$ cat config.mk
export PLATFORM = sky130hd
export DESIGN_NAME = crc_frame_serializer
export DESIGN_NICKNAME = d
export VERILOG_FILES = /design/src/rtl/crc_frame_serializer.sv
export SDC_FILE = /design/constraint.sdc
export NUM_CORES = 1
export LEC_CHECK = 0
export ABC_AREA = 0
export ABC_CLOCK_PERIOD_IN_PS = 2100
export CAP_MARGIN = 20
export CORE_UTILIZATION = 45
export CTS_BUF_LIST = sky130_fd_sc_hd__clkbuf_4
export CTS_CLUSTER_DIAMETER = 120
export DETAILED_ROUTE_END_ITERATION = 6
export PLACE_DENSITY = 0.67
export RECOVER_POWER = 25
export SYNTH_ARGS = -nofsm -noshare
export SYNTH_HDL_FRONTEND = slang
export SYNTH_SLANG_ARGS = --single-unit
$ cat constraint.sdc
create_clock -name clk -period 2.1 [get_ports clk]
set_clock_uncertainty 0.05 [all_clocks]
set_input_delay 0.42 -clock clk [delete_from_list [all_inputs] [get_ports clk]]
set_output_delay 0.42 -clock clk [all_outputs]
set_load 0.05 [all_outputs]
$ cat src/rtl/crc_frame_serializer.sv
// Parallel-to-serial feeder for a serial CRC engine: shifts framed words out LSB first and
// holds off the next frame until the engine's valid window has closed.
module crc_frame_serializer #(
  parameter int unsigned DATA_WIDTH = 8,
  parameter int unsigned TIMEOUT    = 16
) (
  input  logic                  clk,
  input  logic                  rst,
  input  logic [DATA_WIDTH-1:0] in_data,
  input  logic                  in_valid,
  input  logic                  in_last,
  output logic                  in_ready,
  output logic                  data,
  output logic                  active,
  input  logic                  crc_valid,
  output logic                  busy,
  output logic                  err
);

  localparam int unsigned BitW = (DATA_WIDTH > 1) ? $clog2(DATA_WIDTH) : 1;
  localparam int unsigned TmoW = $clog2(TIMEOUT + 1);
  localparam logic [BitW-1:0] LastBit = BitW'(DATA_WIDTH - 1);
  localparam logic [TmoW-1:0] TmoLast = TmoW'(TIMEOUT - 1);

  typedef enum logic [1:0] {StIdle, StShift, StWaitValid, StDrain} state_e;

  state_e                state_q;
  logic [DATA_WIDTH-1:0] shreg_q;
  logic [DATA_WIDTH-1:0] hold_data_q;
  logic                  cur_last_q;
  logic                  hold_full_q;
  logic                  hold_last_q;
  logic                  last_acc_q;
  logic [BitW-1:0]       bit_cnt_q;
  logic [TmoW-1:0]       tmo_cnt_q;
  logic                  data_q;
  logic                  active_q;
  logic                  err_q;
  logic                  accept;

  assign in_ready = !hold_full_q && !last_acc_q && (state_q == StIdle || state_q == StShift);
  assign accept   = in_valid && in_ready;
  assign busy     = (state_q != StIdle);
  assign data     = data_q;
  assign active   = active_q;
  assign err      = err_q;

  always_ff @(posedge clk or negedge rst) begin
    if (!rst) begin
      state_q     <= StIdle;
      shreg_q     <= '0;
      hold_data_q <= '0;
      cur_last_q  <= 1'b0;
      hold_full_q <= 1'b0;
      hold_last_q <= 1'b0;
      last_acc_q  <= 1'b0;
      bit_cnt_q   <= '0;
      tmo_cnt_q   <= '0;
      data_q      <= 1'b0;
      active_q    <= 1'b0;
      err_q       <= 1'b0;
    end else begin
      case (state_q)
        StIdle: begin
          if (accept) begin
            shreg_q    <= in_data;
            cur_last_q <= in_last;
            last_acc_q <= in_last;
            bit_cnt_q  <= '0;
            data_q     <= in_data[0];
            active_q   <= 1'b1;
            err_q      <= 1'b0;
            state_q    <= StShift;
          end
        end
        StShift: begin
          if (bit_cnt_q != LastBit) begin
            bit_cnt_q <= bit_cnt_q + BitW'(1);
            shreg_q   <= shreg_q >> 1;
            data_q    <= shreg_q[1];
            if (accept) begin
              hold_data_q <= in_data;
              hold_last_q <= in_last;
              hold_full_q <= 1'b1;
              if (in_last) last_acc_q <= 1'b1;
            end
          end else if (hold_full_q) begin
            shreg_q     <= hold_data_q;
            cur_last_q  <= hold_last_q;
            data_q      <= hold_data_q[0];
            bit_cnt_q   <= '0;
            hold_full_q <= 1'b0;
          end else if (accept) begin
            // A word arriving during the final bit bypasses the holding register.
            shreg_q    <= in_data;
            cur_last_q <= in_last;
            data_q     <= in_data[0];
            bit_cnt_q  <= '0;
            if (in_last) last_acc_q <= 1'b1;
          end else begin
            active_q   <= 1'b0;
            data_q     <= 1'b0;
            tmo_cnt_q  <= '0;
            last_acc_q <= 1'b0;
            state_q    <= StWaitValid;
            if (!cur_last_q) err_q <= 1'b1;
          end
        end
        StWaitValid: begin
          if (crc_valid) begin
            state_q <= StDrain;
          end else if (tmo_cnt_q == TmoLast) begin
            err_q   <= 1'b1;
            state_q <= StIdle;
          end else begin
            tmo_cnt_q <= tmo_cnt_q + TmoW'(1);
          end
        end
        StDrain: begin
          if (!crc_valid) state_q <= StIdle;
        end
        default: state_q <= StIdle;
      endcase
    end
  end

endmodule

==> results.yml <==
run_status:
  status: "finished, final reports clean"
power_and_ir_drop:
  power.density_nw_per_um2: 1500
  leakagePower_uw: 0.000921
  ir_drop_uv: 940
global_routing:
  grt_max_degree: 33
  grt_pass1_vias: 1511
  overflow: 0
  grt_pass1_wl_um: 6910
  antenna_found_initial: 0
  grt_usage_pct: 21.4
sta:
  maxSlewHeadroom_pct: 45.7
  finalCritPeriodShare_pct: 97.1
  slew_violations: 0
  worst_slack_ps: 61.5
  min_period_ps: 2040
  fmax_mhz: 491
  rsz0062_at_grt: "false"
  worst_slew_pin_slew_ps: 814
  hold_viol: 0
  hold_ws_ps: 452
  setup_viol: 0
worst_setup_path:
  arrival_ps: 1570
  endpoint_kind: "output pin"
  worstSetupStartpointType: "register"
  cp.depth: 1
  r2r_cells: 7
  rr_startpoint: "tmo_cnt_q[0]$_DFFE_PN0P_"
  r2r_end: "tmo_cnt_q[3]$_DFFE_PN0P_"
  crit_buf_inv: 1
  slowest_stage: "clkdlybuf4s50_1"
  crit_chain: "clkdlybuf4s50_1"
  cp.required_ps: 1630
  crit_type: "register to output pin"
  r2r_slack_ps: 160
  cpPeakStageDelay_ps: 820
  worstSetupStartpoint: "data$_DFFE_PN0P_"
  cp_max_fo: 3
  path_delay_family: "buffers and inverters"
layout:
  area_delta_synth_final_pct: 22.2
  diodes: 0
  fin_nets: 229
  fill_cells: 344
  drive_above_1_share_pct: 22.5
synthesis:
  synth_area_per_cell_um2: 10.1
  synth_seq_cells: 32
  synth_area_um2: 1800
  synthCells: 179
  synth_flop_cell: "dfrtp_1"
  synth_top_family_by_area: "compound AO/OA/AOI/OAI gates"
  post_synth_fa_ha_maj_area_fraction_pct: 5.56
  synth_edf_count: 0
  synthMuxAreaShare_pct: 7.57
  synth_top_cell_by_area: "dfrtp_1"
  synth_top_area_share_pct: 44.5
  yosys.cell_types.count: 43
  synth_compound_area_share_pct: 22.9
  syn_nets: 200
  ys_async_sr_fraction_pct: 100
  ys_warn_count: 0
  synth.area.top_cells: "dfrtp_1, mux2_2, ha_1"
  yosysSeqAreaShare_pct: 44.5
  synth-xor-area-share_pct: 0
  synthSimpleGateAreaFrac_pct: 15.1
floorplanning:
  dieArea_um2: 4260
  core_um2: 3740
  die_x_um: 65.3
  io_pins: 18
  rows: 22
  die_y_um: 65.3
  initial_core_util_pct: 48.1
drt:
  drt-pass1-iter-count: 4
  antenna_left: 0
  wire_per_inst_um: 15.4
  initialDrtViolationCount: 95
  vias: 1474
  wirelength_um: 3950
  vias_per_cell: 5.74
  post-route-drc-count: 0
clocking:
  insertion_delay_ps: 330
  htree_levels: 2
  clk_pin_slew_ps: 100
  cts_made_buffers: 5
  cts.path.max_buffers: 2
  cts_tree: "done"
  clkSinkCount: 32
  clock-root-buffer: "clkbuf_4"
place:
  preCtsSetupSlack_ps: -90.4
  globalplace.congestion: 0.901
  io_buffers: 17
  hpwl_um: 2840
hold_path:
  hp-class: "register to register"
  min_to: "shreg_q[6]$_DFFE_PN0N_"
  hold_start: "shreg_q[6]$_DFFE_PN0N_"
  whs_path_depth: 1
run:
  drv_cap: 0
[metrics by stage]
step / instance area (µm²) / instances / setup TNS, ps / utilization, % / total power (µW)
finish: 2200 / 257 / 0 / 58.8 / 3300
floorplan: 1810 / 179 / 0 / - / 2250
global placement: 2090 / 248 / -42.6 / 55.8 / 2710
global route: 2200 / 257 / 0 / 58.8 / 3580
CTS: 2190 / 256 / 0 / 58.6 / 3320
detailed placement: 2090 / 248 / -196 / 55.8 / 2780
[cell families (layout without fill, tap and decap cells)]
logic type                 count (synthesis)  count (layout)
AOI/OAI and AO/OA                         61              61
adders and majority gates                  8               8
buffers and inverters                     16              46
DFF                                       32              32
muxes                                     12              12
and+or+nand+nor                           50              50
[flip-flops by register name, summed over array words and instances, names as in the netlist]
name         flops
hold_data_q      8
shreg_q          7
tmo_cnt_q        5
bit_cnt_q        3
state_q          2
active           1
cur_last_q       1
data             1
err              1
hold_full_q      1
hold_last_q      1
last_acc_q       1
[cell usage after synthesis, drive strengths merged, types with 6 or more instances]
cell and number:
nand2b 9, nand2 14, dfrtp 32, mux2 10, a21oi 10, inv 7, a31oi 6, ha 8
nor2b 7, o21ai 20
[layout by cell type (no fill, tap or decap), types with 2 or more instances in the layout]
master and count:
mux2i_1 2, a32o_1 2, nor2b_1 7, nand3_1 5
clkdlybuf4s50_1 14, inv_1 4, nor2_1 4, a31oi_1 6
a31o_2 2, nand2b_1 9, a21oi_1 9, buf_4 14
clkbuf_4 6, o21ai_1 4, ha_1 6, nand2_1 14
o211ai_1 2, inv_2 3, mux2_2 9, ha_4 2
o221ai_1 5, dfrtp_1 31, nand3b_1 2, nor3_1 3
o21ai_0 15, a32oi_1 2, o22ai_1 3
[cell type report]
cell class | count | area (µm²) | area share, %
multi-input cells | 131 | 952 | 43.3
flip-flops and latches | 32 | 802 | 36.4
repair buffers | 31 | 280 | 12.7
well taps | 48 | 60.1 | 2.73
clock buffers | 6 | 45.0 | 2.05
clock inverters | 2 | 35.0 | 1.59
inverters | 7 | 26.3 | 1.19
[report_power, final]
group | internal [µW] | switching, µW
Combinational | 787 | 949
Clock | 262 | 213
Sequential | 895 | 197
[how the worst max path moves through the flow]
stage | to | slack [ps]
floorplan | in_ready | 60
finish | data | 60
global placement | shreg_q[7]$_DFFE_PN0N_ | -40
CTS | in_ready | 20
global route | data | 9
detailed placement | shreg_q[7]$_DFFE_PN0N_ | -90
[what timing repair did]
| item | 4_1_cts | 5_1_grt |
|---|---|---|
| resized for setup | 5 | 2 |
| setup endpoints to repair | 1 | 2 |
| pin swaps | 0 | 2 |
| setup buffers | 0 | 1 |
| endpoints found under the hold margin | 0 | 0 |
| hold buffers | 0 | 0 |
[per-layer routing]
metal | global-route usage (%) | part of all wire (%)
met1 | 27.2 | 45
met2 | 34.4 | 50
met3 | 5.03 | 3.1
met4 | 9.78 | 1.7
met5 | 0 | 0
(Power assumes the default switching activity.)
